## src/rtl/bls_dispatch_ctrl.sv

```systemverilog
// Round-robin start/serve controller for a bank of Black-Scholes pricing engines.
// Optional per-engine hang watchdog is built when BLS_WATCHDOG_EN is defined.
module bls_dispatch_ctrl #(
    parameter int BSMODS  = 4,
    parameter int CNT_W   = 16,
    parameter int TIMEOUT = 1024
) (
    input  logic              clock,
    input  logic              reset,
    input  logic              startSystem,
    input  logic              OutOfData,
    input  logic [BSMODS-1:0] BS_READY,
    input  logic [BSMODS-1:0] BS_DONE,
    input  logic [BSMODS-1:0] BS_IDLE,
    input  logic [BSMODS-1:0] hasUnusedData,
    input  logic              serve_ack,
    output logic [BSMODS-1:0] BS_START,
    output logic [BSMODS-1:0] SERVE_REG,
    output logic [7:0]        LED,
    output logic [CNT_W-1:0]  done_count,
    output logic              busy
);

    localparam int PTR_W = (BSMODS > 1) ? $clog2(BSMODS) : 1;

    typedef enum logic [1:0] {
        ST_IDLE   = 2'd0,
        ST_RUN    = 2'd1,
        ST_DRAIN  = 2'd2,
        ST_FINISH = 2'd3
    } state_t;

    state_t             state_reg, state_next;
    logic [PTR_W-1:0]   start_ptr_reg, start_ptr_next;
    logic [PTR_W-1:0]   serve_ptr_reg, serve_ptr_next;
    logic [PTR_W-1:0]   serve_idx_reg, serve_idx_next;
    logic [BSMODS-1:0]  inflight_reg, inflight_next;
    logic [BSMODS-1:0]  start_reg, start_next;
    logic [BSMODS-1:0]  serve_reg, serve_next;
    logic [CNT_W-1:0]   done_count_reg, done_count_next;
    logic               ood_seen_reg, ood_seen_next;
    logic               wd_fault_reg, wd_fault_next;

    logic [BSMODS-1:0]  eligible;
    logic [BSMODS-1:0]  candidates;
    logic [BSMODS-1:0]  start_set;
    logic [BSMODS-1:0]  serve_clr;
    logic [BSMODS-1:0]  wd_hit;
    logic               start_found, serve_found;
    logic [PTR_W-1:0]   start_idx, serve_idx;
    logic               active;

    // First set bit at or after ptr, wrapping; returns {found, index}.
    function automatic logic [PTR_W:0] pick_first(input logic [BSMODS-1:0] vec,
                                                  input logic [PTR_W-1:0]  ptr);
        logic [PTR_W:0]   pos;
        logic             found;
        logic [PTR_W-1:0] idx;
        found = 1'b0;
        idx   = '0;
        for (int k = 0; k < BSMODS; k++) begin
            pos = {1'b0, ptr} + (PTR_W+1)'(k);
            if (pos >= (PTR_W+1)'(BSMODS))
                pos = pos - (PTR_W+1)'(BSMODS);
            if (!found && vec[pos[PTR_W-1:0]]) begin
                found = 1'b1;
                idx   = pos[PTR_W-1:0];
            end
        end
        return {found, idx};
    endfunction

    function automatic logic [PTR_W-1:0] ptr_inc(input logic [PTR_W-1:0] idx);
        return (idx == PTR_W'(BSMODS-1)) ? '0 : idx + 1'b1;
    endfunction

    function automatic logic [BSMODS-1:0] onehot(input logic [PTR_W-1:0] idx);
        logic [BSMODS-1:0] oh;
        oh      = '0;
        oh[idx] = 1'b1;
        return oh;
    endfunction

`ifdef BLS_WATCHDOG_EN
    localparam int WD_W = $clog2(TIMEOUT + 1);

    // Hit fires on the edge the counter would reach TIMEOUT, releasing the engine.
    generate
        for (genvar gi = 0; gi < BSMODS; gi++) begin : g_wd
            logic [WD_W-1:0] wd_cnt_reg;

            assign wd_hit[gi] = inflight_reg[gi] & ~BS_DONE[gi] &
                                (wd_cnt_reg == WD_W'(TIMEOUT - 1));

            always_ff @(posedge clock) begin
                if (!reset)
                    wd_cnt_reg <= '0;
                else if (start_set[gi] || wd_hit[gi])
                    wd_cnt_reg <= '0;
                else if (inflight_reg[gi] && !BS_DONE[gi])
                    wd_cnt_reg <= wd_cnt_reg + 1'b1;
            end
        end
    endgenerate
`else
    assign wd_hit = '0;
`endif

    assign eligible   = BS_READY & BS_IDLE & hasUnusedData & ~inflight_reg;
    assign candidates = BS_DONE & inflight_reg;
    assign active     = (state_reg == ST_RUN) || (state_reg == ST_DRAIN);
    assign {start_found, start_idx} = pick_first(eligible, start_ptr_reg);
    assign {serve_found, serve_idx} = pick_first(candidates, serve_ptr_reg);

    always_comb begin
        state_next      = state_reg;
        start_ptr_next  = start_ptr_reg;
        serve_ptr_next  = serve_ptr_reg;
        serve_idx_next  = serve_idx_reg;
        start_next      = '0;
        serve_next      = serve_reg;
        done_count_next = done_count_reg;
        ood_seen_next   = ood_seen_reg;
        wd_fault_next   = wd_fault_reg | (|wd_hit);
        start_set       = '0;
        serve_clr       = '0;

        case (state_reg)
            ST_IDLE, ST_FINISH: begin
                if (startSystem) begin
                    state_next      = ST_RUN;
                    done_count_next = '0;
                    ood_seen_next   = 1'b0;
                    wd_fault_next   = 1'b0;
                end
            end
            ST_RUN: begin
                if (start_found) begin
                    start_next     = onehot(start_idx);
                    start_set      = onehot(start_idx);
                    start_ptr_next = ptr_inc(start_idx);
                end
                if (OutOfData)
                    state_next = ST_DRAIN;
            end
            ST_DRAIN: begin
                if (inflight_reg == '0 && serve_reg == '0)
                    state_next = ST_FINISH;
            end
            default: state_next = ST_IDLE;
        endcase

        if (active && OutOfData)
            ood_seen_next = 1'b1;

        // Serve path: hold until ack, then one idle cycle before the next pick.
        if (active) begin
            if (serve_reg != '0) begin
                if (serve_ack) begin
                    serve_next     = '0;
                    serve_clr      = serve_reg;
                    serve_ptr_next = ptr_inc(serve_idx_reg);
                    if (done_count_reg != '1)
                        done_count_next = done_count_reg + 1'b1;
                end
            end else if (serve_found) begin
                serve_next     = onehot(serve_idx);
                serve_idx_next = serve_idx;
            end
        end

        inflight_next = (inflight_reg | start_set) & ~serve_clr & ~wd_hit;
    end

    always_ff @(posedge clock) begin
        if (!reset) begin
            state_reg      <= ST_IDLE;
            start_ptr_reg  <= '0;
            serve_ptr_reg  <= '0;
            serve_idx_reg  <= '0;
            inflight_reg   <= '0;
            start_reg      <= '0;
            serve_reg      <= '0;
            done_count_reg <= '0;
            ood_seen_reg   <= 1'b0;
            wd_fault_reg   <= 1'b0;
        end else begin
            state_reg      <= state_next;
            start_ptr_reg  <= start_ptr_next;
            serve_ptr_reg  <= serve_ptr_next;
            serve_idx_reg  <= serve_idx_next;
            inflight_reg   <= inflight_next;
            start_reg      <= start_next;
            serve_reg      <= serve_next;
            done_count_reg <= done_count_next;
            ood_seen_reg   <= ood_seen_next;
            wd_fault_reg   <= wd_fault_next;
        end
    end

    assign BS_START   = start_reg;
    assign SERVE_REG  = serve_reg;
    assign done_count = done_count_reg;
    assign busy       = active;
    assign LED        = {done_count_reg[2:0], wd_fault_reg, ood_seen_reg,
                         |inflight_reg, 2'(state_reg)};

endmodule

```

## config.mk

```make
export PLATFORM = sky130hd
export DESIGN_NAME = bls_dispatch_ctrl
export DESIGN_NICKNAME = d
export VERILOG_FILES = /design/src/rtl/bls_dispatch_ctrl.sv
export SDC_FILE = /design/constraint.sdc
export NUM_CORES = 1
export LEC_CHECK = 0
export CORE_MARGIN = 2
export CORE_UTILIZATION = 49
export CTS_CLUSTER_SIZE = 16
export DETAILED_ROUTE_END_ITERATION = 6
export GPL_TIMING_DRIVEN = 0
export PLACE_DENSITY = 0.87
export SLEW_MARGIN = 20
export SYNTH_ARGS = -nofsm -noshare
export SYNTH_HDL_FRONTEND = slang
export SYNTH_SLANG_ARGS = --single-unit
```

## constraint.sdc

```tcl
create_clock -name clock -period 2.4 [get_ports clock]
set_input_delay 0.72 -clock clock [delete_from_list [all_inputs] [get_ports clock]]
set_output_delay 0.72 -clock clock [all_outputs]
set_load 0.1 [all_outputs]
```

; Yosys cells after proc, flatten, opt, wreduce, memory -nomap -nowiden
; Index checks and enable logic that the tools add are counted.
[word_totals]
ff_bits = 37
input_bits = 21
elab_cells = 164
[classes]
add_sub_neg = 17
n_lt_le_gt_ge = 20
eq_ne = 10
n_mux = 67
bitwise = 9
n_reduce_logical = 32
[ops]
columns = operator, count
row1 = 2-to-1 mux 16 bit, 6
row2 = 2-to-1 mux 2 bit, 21
row3 = 2-to-1 mux 4 bit, 8
row4 = "less-than comparator 2 x 3 -> 1 bit, second input constant", 10
row5 = 2-to-1 mux 1 bit, 21
row6 = bitwise AND 4 bit, 5
row7 = "greater-or-equal comparator 3 bit, second input constant", 6
row8 = "adder 16 x 1 -> 16 bit, second input constant", 1
row9 = binary-select mux 1 bit (select 2 bit), 8
row10 = "inequality test 16 bit, second input constant", 1
row11 = "subtractor 2 x 1 -> 2 bit, second input constant", 8
row12 = "adder 2 x 2 -> 3 bit, second input constant", 4
row13 = AND reduction 3 bit, 4
row14 = logical AND 1 bit, 10
row15 = "equality test 2 bit, second input constant", 4
row16 = zero test 4 bit, 2
row17 = NOT 4 bit, 2
row18 = "adder 2 x 1 -> 3 bit, second input constant", 2
row19 = "greater-or-equal comparator 2 x 3 -> 1 bit, second input constant", 2
row20 = zero test 1 bit, 6
row21 = "inequality test 2 bit, second input constant", 3
row22 = case mux 2 bit (3 select lines), 1
row23 = nonzero test 2 bit, 3
row24 = "adder 2 x 1 -> 2 bit, second input constant", 2
row25 = 12 further kinds, 15

; Logic depth before layout (Yosys ltp)
; Gate-level depths: netlist (run 1).
[depth]
depth_word = 23
depth_mapped = 8

; Least setup slack after synthesis (run 1)
; Ideal clock, no wire load.
[synth_path]
path_type = register -> register
start = reg state_reg[0]
end = reg done_count_reg[2], in the netlist done_count[2]
setup_ps = 104
t_arrival_ps = 2807
t_required_ps = 2296
path_slack_ps = -511
path_stages_with_launch = 6
n_path_buf = 0
synth_period_minus_slack_ps = 2911
cell_sequence = dfxtp_1 > inv_1 > ha_1 > inv_1 > o21ai_1 > o41ai_1
[synth_between]
elab_cells_between_ends = 11
[synth_rtl]
columns = item, line
row1 = "start, declared", 33  ; state_t state_reg, state_next;
row2 = "start signal, assigned", 188  ; state_reg <= state_next;
row3 = equality test 2 x 1 -> 1 bit / equality test 2 bit (equally long branches), 111  ; assign active = (state_reg == ST_RUN) || (state_reg == ST_DRAIN);
row4 = logical OR 1 bit *, 111
row5 = net busy, 21  ; output logic busy
row6 = 2-to-1 mux 16 bit *, 157  ; if (active) begin
row7 = "end signal, assigned", 195  ; done_count_reg <= done_count_next;
row8 = "end, declared", 40  ; logic [CNT_W-1:0] done_count_reg, done_count_next;
; The timed path passes the listed nets; every way through them passes the cells marked *.
; A chain may end at the register's enable or synchronous reset.

; Final worst setup path (run 1)
[layout_path]
start = in BS_IDLE[1]
end = reg inflight_reg[3]
[layout_between]
elab_chain_len = 23
elab_cells_between_ends = 34
[layout_lines]
columns = item, line
row1 = "start, declared", 14  ; input logic [BSMODS-1:0] BS_IDLE,
row2 = bitwise AND 4 bit * (3 in series), 109  ; assign eligible = BS_READY & BS_IDLE & hasUnusedData & ~inflight_reg;
row3 = binary-select mux 1 bit (select 2 bit), 65  ; if (!found && vec[pos[PTR_W-1:0]]) begin
row4 = 2-to-1 mux 1 bit (implied by the code), 65
row5 = 2-to-1 mux 1 bit, 65
row6 = zero test 1 bit, 65
row7 = logical AND 1 bit, 65
row8 = 2-to-1 mux 1 bit, 65
row9 = zero test 1 bit, 65
row10 = (+5 left out), n/a
row11 = less-than comparator 2 x 3 -> 1 bit (implied by the code) / greater-or-equal comparator 2 x 1 -> 1 bit (equally long branches), 80  ; oh[idx] = 1'b1;
row12 = logical AND 1 bit (implied by the code), 80
row13 = 2-to-1 mux 1 bit (implied by the code), 80
row14 = demux 1 bit (select 2 bit), 80
row15 = 2-to-1 mux 4 bit *, 138  ; if (start_found) begin
row16 = 2-to-1 mux 4 bit *, 128  ; case (state_reg)
row17 = bitwise OR 4 bit *, 172  ; inflight_next = (inflight_reg | start_set) & ~serve_clr & ~wd_hit;
row18 = bitwise AND 4 bit *, 172
row19 = "end signal, assigned", 192  ; inflight_reg <= inflight_next;
row20 = "end, declared", 37  ; logic [BSMODS-1:0] inflight_reg, inflight_next;
; Mark *: on every way between the ends. The rest lies on a longest branch, timed or not. The select of a mux whose other input is x is not followed.

==> results of run 1 <==
==> layer usage <==
metal  share of wire (%)  track usage, %  vias to the layer above
li1                    -               -                     1027
met2                  47            35.4                       60
met4                 1.4            7.63                        0
met1                  46            28.1                      995
met3                 5.6            4.36                        7
met5                   0               0                        -
==> synth_stat cells, types with 3 or more instances <==
| cell type | number | area share, % |
|---|---|---|
| clkbuf_1 | 3 | 0.54 |
| nand2b_1 | 7 | 2.1 |
| and2_1 | 7 | 2.1 |
| dfxtp_1 | 37 | 36 |
| inv_1 | 9 | 1.6 |
| a21oi_1 | 22 | 5.3 |
| nand3_1 | 8 | 1.9 |
| mux2i_1 | 6 | 2.9 |
| nand4_1 | 6 | 1.8 |
| ha_1 | 9 | 5.4 |
| nand3b_1 | 3 | 1.1 |
| a211oi_1 | 5 | 1.8 |
| buf_2 | 4 | 0.96 |
| nand4b_1 | 4 | 1.7 |
| nor4_1 | 5 | 1.5 |
| or4_1 | 6 | 2.2 |
| o22ai_1 | 3 | 0.90 |
| buf_4 | 5 | 1.8 |
| or3_1 | 3 | 0.90 |
| nand2_1 | 26 | 4.7 |
| o21ai_0 | 5 | 1.2 |
| and3_1 | 6 | 1.8 |
| o31ai_1 | 5 | 1.8 |
==> report_power, final <==
part           internal, W  switching, W  total (W)
logic             0.000235      0.000612   0.000847
registers         0.000657     0.0000428   0.000700
clock network     0.000234      0.000209   0.000444
total              0.00113      0.000864    0.00199
==> worst max path at each step <==
stage                                      end  depth (start not counted)  slack (ns)                 startpoint
finish              inflight_reg[3]$_SDFF_PN0_                          8        0.04                 BS_IDLE[1]
global route        inflight_reg[1]$_SDFF_PN0_                          8       -0.04                 BS_IDLE[1]
CTS                                       busy                          4       -0.23  state_reg[0]$_SDFFE_PN0P_
detailed placement                        busy                          4       -0.47  state_reg[0]$_SDFFE_PN0P_
global placement                          busy                          4       -0.44  state_reg[0]$_SDFFE_PN0P_
floorplan             done_count[2]$_SDFF_PN0_                          5        0.01   done_count[3]$_SDFF_PN0_
==> what timing repair did <==
| action | CTS | global route |
|---|---|---|
| pin swaps | 0 | 3 |
| endpoints found under the setup margin | 36 | 9 |
| buffers inserted | 0 | 3 |
| gates resized for setup | 41 | 10 |
==> through the flow <==
step / utilization (%) / TNS [ns] / area (µm²) / worst slack [ns] / power, W
final: 68.2 / 0 / 2770 / 0.0392 / 0.00199
after global routing: 68.2 / -0.129 / 2770 / -0.0435 / 0.00206
after CTS: 67.5 / -0.232 / 2740 / -0.232 / 0.00196
after detailed placement: 66.1 / -4.21 / 2680 / -0.468 / 0.00155
after global placement: 66.1 / -3.60 / 2680 / -0.440 / 0.00153
after floorplan: - / 0 / 2100 / 0.0124 / 0.00134
==> critical path: stages <==
cell	delay [ns]
clkdlybuf4s50_1	0.46
nand4b_1	0.22
nor3b_1	0.23
a211oi_2	0.28
and2_4	0.20
ha_1	0.16
a21oi_1	0.08
a211oi_1	0.21
==> cell families after synthesis <==
logic type | count (synthesis) | synth area share [%]
fa+ha+maj | 9 | 5.40
simple gates | 96 | 27.2
flops | 37 | 35.5
xor+xnor | 1 | 0.420
buf+inv | 22 | 5.46
other cells | 1 | 0.180
mux | 6 | 2.88
compound gates | 67 | 22.9
==> final cells by class <==
cell class / count / share of cell area (%)
Tap cell: 50 / 2.26
Timing Repair Buffer: 55 / 18.1
Sequential cell: 37 / 27.0
Buffer: 13 / 2.98
Clock buffer: 8 / 3.25
Multi-Input combinational cell: 180 / 45.0
Inverter: 9 / 1.36
==> cells in the final DEF (no fill, tap or decap), drive strengths merged, types with 2 or more instances in the layout <==
master / count
o22ai: 3
clkbuf: 12
nor3: 2
nor4: 6
nand2: 26
a211oi: 5
and4: 2
dfxtp: 37
and2: 7
o32ai: 3
o41ai: 2
inv: 8
buf: 14
clkdlybuf4s15: 2
nor2b: 2
nand4: 6
o31ai: 5
o211ai: 2
ha: 9
or4: 7
nor2: 2
a21oi: 22
mux2i: 6
nand2b: 7
a311oi: 3
o21ai: 7
nand3: 9
o2111ai: 2
clkdlybuf4s50: 20
dlygate4sd2: 28
or3: 3
nand3b: 3
o311ai: 2
nand4b: 4
o21a: 2
and3: 6
==> flow_summary.ini, run 1 <==
[sta]
worst_pin_slew_ns = 0.976
setup_viol = 0
skew_ns = 0.00419
maxSlewHeadroom_pct = 35.2
whs_ns = 0.485
fin_crit_sh_pct = 98.4
hold_violations = 0
maxSlewViolCount = 0
rsz0062_at_grt = yes
max_freq_mhz = 424
fin_crit_ns = 2.36

[drt]
drc_errors = 0
wl_per_cell_um = 15.0
vias = 2089
drt-vias-per-instance = 5.93
ant_nets = 0
first_pass_iters = 5
drtIter0Drc = 121
drt_wl_total_mm = 5.28

[grt]
grt_usage_pct = 21.5
grt_overflow = 0
grt_max_degree = 12
grt_pass1_wl_mm = 8.58
antenna_found_initial = 0
first_global_vias = 1837

[synth]
synth-seq-area-share_pct = 35.5
avgSynthCellArea_um2 = 8.72
async_flop_share_pct = 0
synth_area_um2 = 2080
syn-num-nets = 269
ys_warn_count = 0
synth_edf_count = 0
synth_cell_types = 57
ys.flop_type = dfxtp_1
synth_seq_cells = 37
postSynthCellCount = 239

[die]
core_um2 = 4060
initial_core_util_pct = 51.4
pin_count = 54
row_count = 23
dieArea_um2 = 4790
dieWidth_um = 69.2
die_h_um = 69.2

[critical_path]
worst-path-max-fanout = 6
timing.reg2reg.setup_slack_ns = 0.32
critPathCaptureType = register
rr_worst_depth = 8
crit_required_ns = 2.60
cp-start-kind = input pin
rr_endpoint = done_count[2]$_SDFF_PN0_
r2r_start = state_reg[0]$_SDFFE_PN0P_
arrival_ns = 2.56
crit_type = in2reg

[clocking]
clockRootBuffer = clkbuf_8
cts.sinks = 37
insertion_delay_ns = 0.28
cts_buffer_depth = 2
cts.clk_slew.worst_paths_ns = 0.07
h-tree-depth = 2
holdBufCountCts = 0
cts_made_buffers = 5
cts_tree = yes

[placement]
port_buffers = 52
gp_congestion = 0.901
place_inst = 341
hpwl_mm = 3.87

[power_and_ir_drop]
powerDensity_nw_per_um2 = 719
ir_worst_vdd_mv = 0.488
p_leak_nw = 1.10

[worst_hold_path]
min_to = ood_seen_reg$_SDFFE_PN0P_
hp-start = ood_seen_reg$_SDFFE_PN0P_
holdPathStages = 2
hold_class = reg2reg

[layout]
final_cells = 352
ff_latch_area_um2 = 748
area_delta_synth_final_pct = 32.8
drive_gt1_share_pct = 13.2
fillCellCount = 346
antenna_cells = 0
multi_input_area_um2 = 1250
largest_reg_flops = 16
nets = 331

[job]
drv_cap = 0

[run_status]
status = finished clean
No activity file was read; power rests on OpenSTA's default activity.
==> inputs of run 2 (changes only) <==
--- a/config.mk
+++ b/config.mk
@@ -10,7 +10,7 @@
 export CTS_CLUSTER_SIZE = 16
 export DETAILED_ROUTE_END_ITERATION = 6
 export GPL_TIMING_DRIVEN = 0
-export PLACE_DENSITY = 0.87
+export PLACE_DENSITY = 0.8
 export SLEW_MARGIN = 20
 export SYNTH_ARGS = -nofsm -noshare
 export SYNTH_HDL_FRONTEND = slang
==> run 2 against run 1 <==
Effect of this change: the flow now finishes with violations (setup timing); sequential power is essentially flat; design area grew 1.7%; critical path depth is the same; first-iteration DRC count grew 31%; via count shrank 0.14%; clock skew shrank 0.0016 ns; largest power group unchanged; highest routed layer unchanged.
==> flow_summary.ini, run 2 (same netlist as run 1, synthesis figures left out) <==
[run_status]
status = complete, but fails checks
violations = setup timing

[sta]
fin_crit_ns = 2.43
max_freq_mhz = 411
maxSlewHeadroom_pct = 36.2
skew_ns = 0.00258
rsz0062_at_grt = yes
hold_violations = 0
worst_pin_slew_ns = 0.961
setup_viol = 4
maxSlewViolCount = 0
timing.final.ws_setup_ns = -0.0328
whs_ns = 0.458
fin_crit_sh_pct = 101

[placement]
gp_congestion = 0.843
port_buffers = 52
placed_cell_area_um2 = 2680
hpwl_mm = 3.88

[power_and_ir_drop]
combPwrFrac_pct = 42.7
ir_worst_vdd_mv = 0.461
switching_power_w = 0.000872
power_w = 0.00201
clockPowerShare_pct = 22.4
p_sw_share_pct = 43.4
p_seq_share_pct = 35.0
p_int_w = 0.00114
powerDensity_nw_per_um2 = 713
p_leak_nw = 1.14

[critical_path]
critical_path.cell_chain = clkdlybuf4s50_1, nand4b_1, nor3b_1, a211oi_2, and2_4, ha_1, a21oi_1, a211oi_1
worst-path-max-fanout = 5
cp_slowest_cell = clkdlybuf4s50_1
crit_required_ns = 2.60
critPathCaptureType = register
cp-start-kind = input pin
rr_endpoint = done_count[2]$_SDFF_PN0_
timing.reg2reg.setup_slack_ns = 0.31
arrival_ns = 2.64
cp-startpoint = BS_IDLE[1]
crit_path_max_incr_delay_ns = 0.46
rr_worst_depth = 8
crit_type = in2reg
r2r_start = state_reg[0]$_SDFFE_PN0P_
critPathCapture = inflight_reg[1]$_SDFF_PN0_

[drt]
ant_nets = 0
drt-vias-per-instance = 5.88
wl_per_cell_um = 15.5
drtIter0Drc = 159
drt_wl_total_mm = 5.49
drc_errors = 0
vias = 2086
first_pass_iters = 4

[die]
dieWidth_um = 69.2
initial_core_util_pct = 51.4
die_h_um = 69.2
pin_count = 54
dieArea_um2 = 4790
core_um2 = 4060
row_count = 23

[layout]
fin_area_um2 = 2820
area_delta_synth_final_pct = 35.1
mostFrequentLayoutCell = dfxtp_1
largest_reg_flops = 16
final_cell_mix = 33 x dfxtp_1, 28 x dlygate4sd2_1, 26 x nand2_1
drive_gt1_share_pct = 14.8
antenna_cells = 0
nets = 334

[grt]
grt_max_degree = 12
grt_most_used_layer = met2
use_met2_pct = 32.7
grt_overflow = 0
met1_usage_pct = 31.7
grt_use_met3_pct = 4.80
grt_pass1_wl_mm = 8.58
first_global_vias = 1813
grt_usage_pct = 21.8
antenna_found_initial = 0

[clocking]
clockRootBuffer = clkbuf_8
cts_buffer_depth = 2
cts.clk_slew.worst_paths_ns = 0.07
cts_made_buffers = 5
holdBufCountCts = 0
cts.sinks = 37
h-tree-depth = 2
insertion_delay_ns = 0.29
cts_tree = yes

[worst_hold_path]
hold_class = reg2reg

[job]
drv_cap = 0
[run 2: per-layer routing]
layer  part of all wire (%)  vias to the layer above  wire (µm)
li1                       -                     1049          -
met1                     47                      970       2600
met2                     46                       54       2510
met3                    4.8                       13        265
met4                    2.1                        0        114
met5                      0                        -          0
[run 2: final cells by class]
type / instances / area (µm²)
multi-input combinational: 180 / 1260
fill: 338 / 1240
sequential: 37 / 748
timing repair buffer: 58 / 533
clock buffer: 8 / 90.1
buffer: 13 / 82.6
tap: 50 / 62.6
inverter: 9 / 37.5
[run 2: metrics by stage]
stage                     TNS (ns)  std cells  worst slack [ns]  utilization [%]
after floorplan                  0        239            0.0124                -
after global placement       -3.38        341            -0.448             66.1
after detailed placement     -4.39        341            -0.449             66.1
after CTS                   -0.217        349            -0.217             67.5
after global routing        -0.584        355            -0.145             69.4
final                      -0.0955        355           -0.0328             69.4
[run 2: worst max-delay path, delay by kind of cell]
family,cells,cell delay (ns)
AND/OR/NAND/NOR,3,0.73
adder cells (fa/ha/maj),1,0.17
AO/OA/AOI/OAI,3,0.55
buffers and inverters,1,0.46
[run 2: repair_timing]
action                                  CTS  global route
resized for setup                        41            14
pin swaps                                 0             7
cloned                                    0             1
endpoints found under the setup margin   37             7
buffers inserted                          0             5
[run 2: worst min path at each step]
stage                                             start                       endpoint  slack [ns]  depth (start not counted)
after floorplan           serve_ptr_reg[0]$_SDFFE_PN0P_  serve_ptr_reg[0]$_SDFFE_PN0P_        0.43                          2
after global placement    serve_ptr_reg[0]$_SDFFE_PN0P_  serve_ptr_reg[0]$_SDFFE_PN0P_        0.45                          2
after detailed placement  serve_ptr_reg[0]$_SDFFE_PN0P_  serve_ptr_reg[0]$_SDFFE_PN0P_        0.45                          2
after CTS                 serve_ptr_reg[0]$_SDFFE_PN0P_  serve_ptr_reg[0]$_SDFFE_PN0P_        0.46                          2
after global routing      serve_ptr_reg[0]$_SDFFE_PN0P_  serve_ptr_reg[0]$_SDFFE_PN0P_        0.48                          2
final                     serve_ptr_reg[0]$_SDFFE_PN0P_  serve_ptr_reg[0]$_SDFFE_PN0P_        0.46                          2
[run 2: power groups by stage]
stage / sequential [W] / combinational [W] / clock [W]
2_1_floorplan: 0.000840 / 0.000500 / 0
3_3_place_gp: 0.000711 / 0.000819 / 0
3_5_place_dp: 0.000715 / 0.000831 / 0
4_1_cts: 0.000700 / 0.000810 / 0.000458
5_1_grt: 0.000707 / 0.000900 / 0.000479
6_report: 0.000703 / 0.000856 / 0.000449
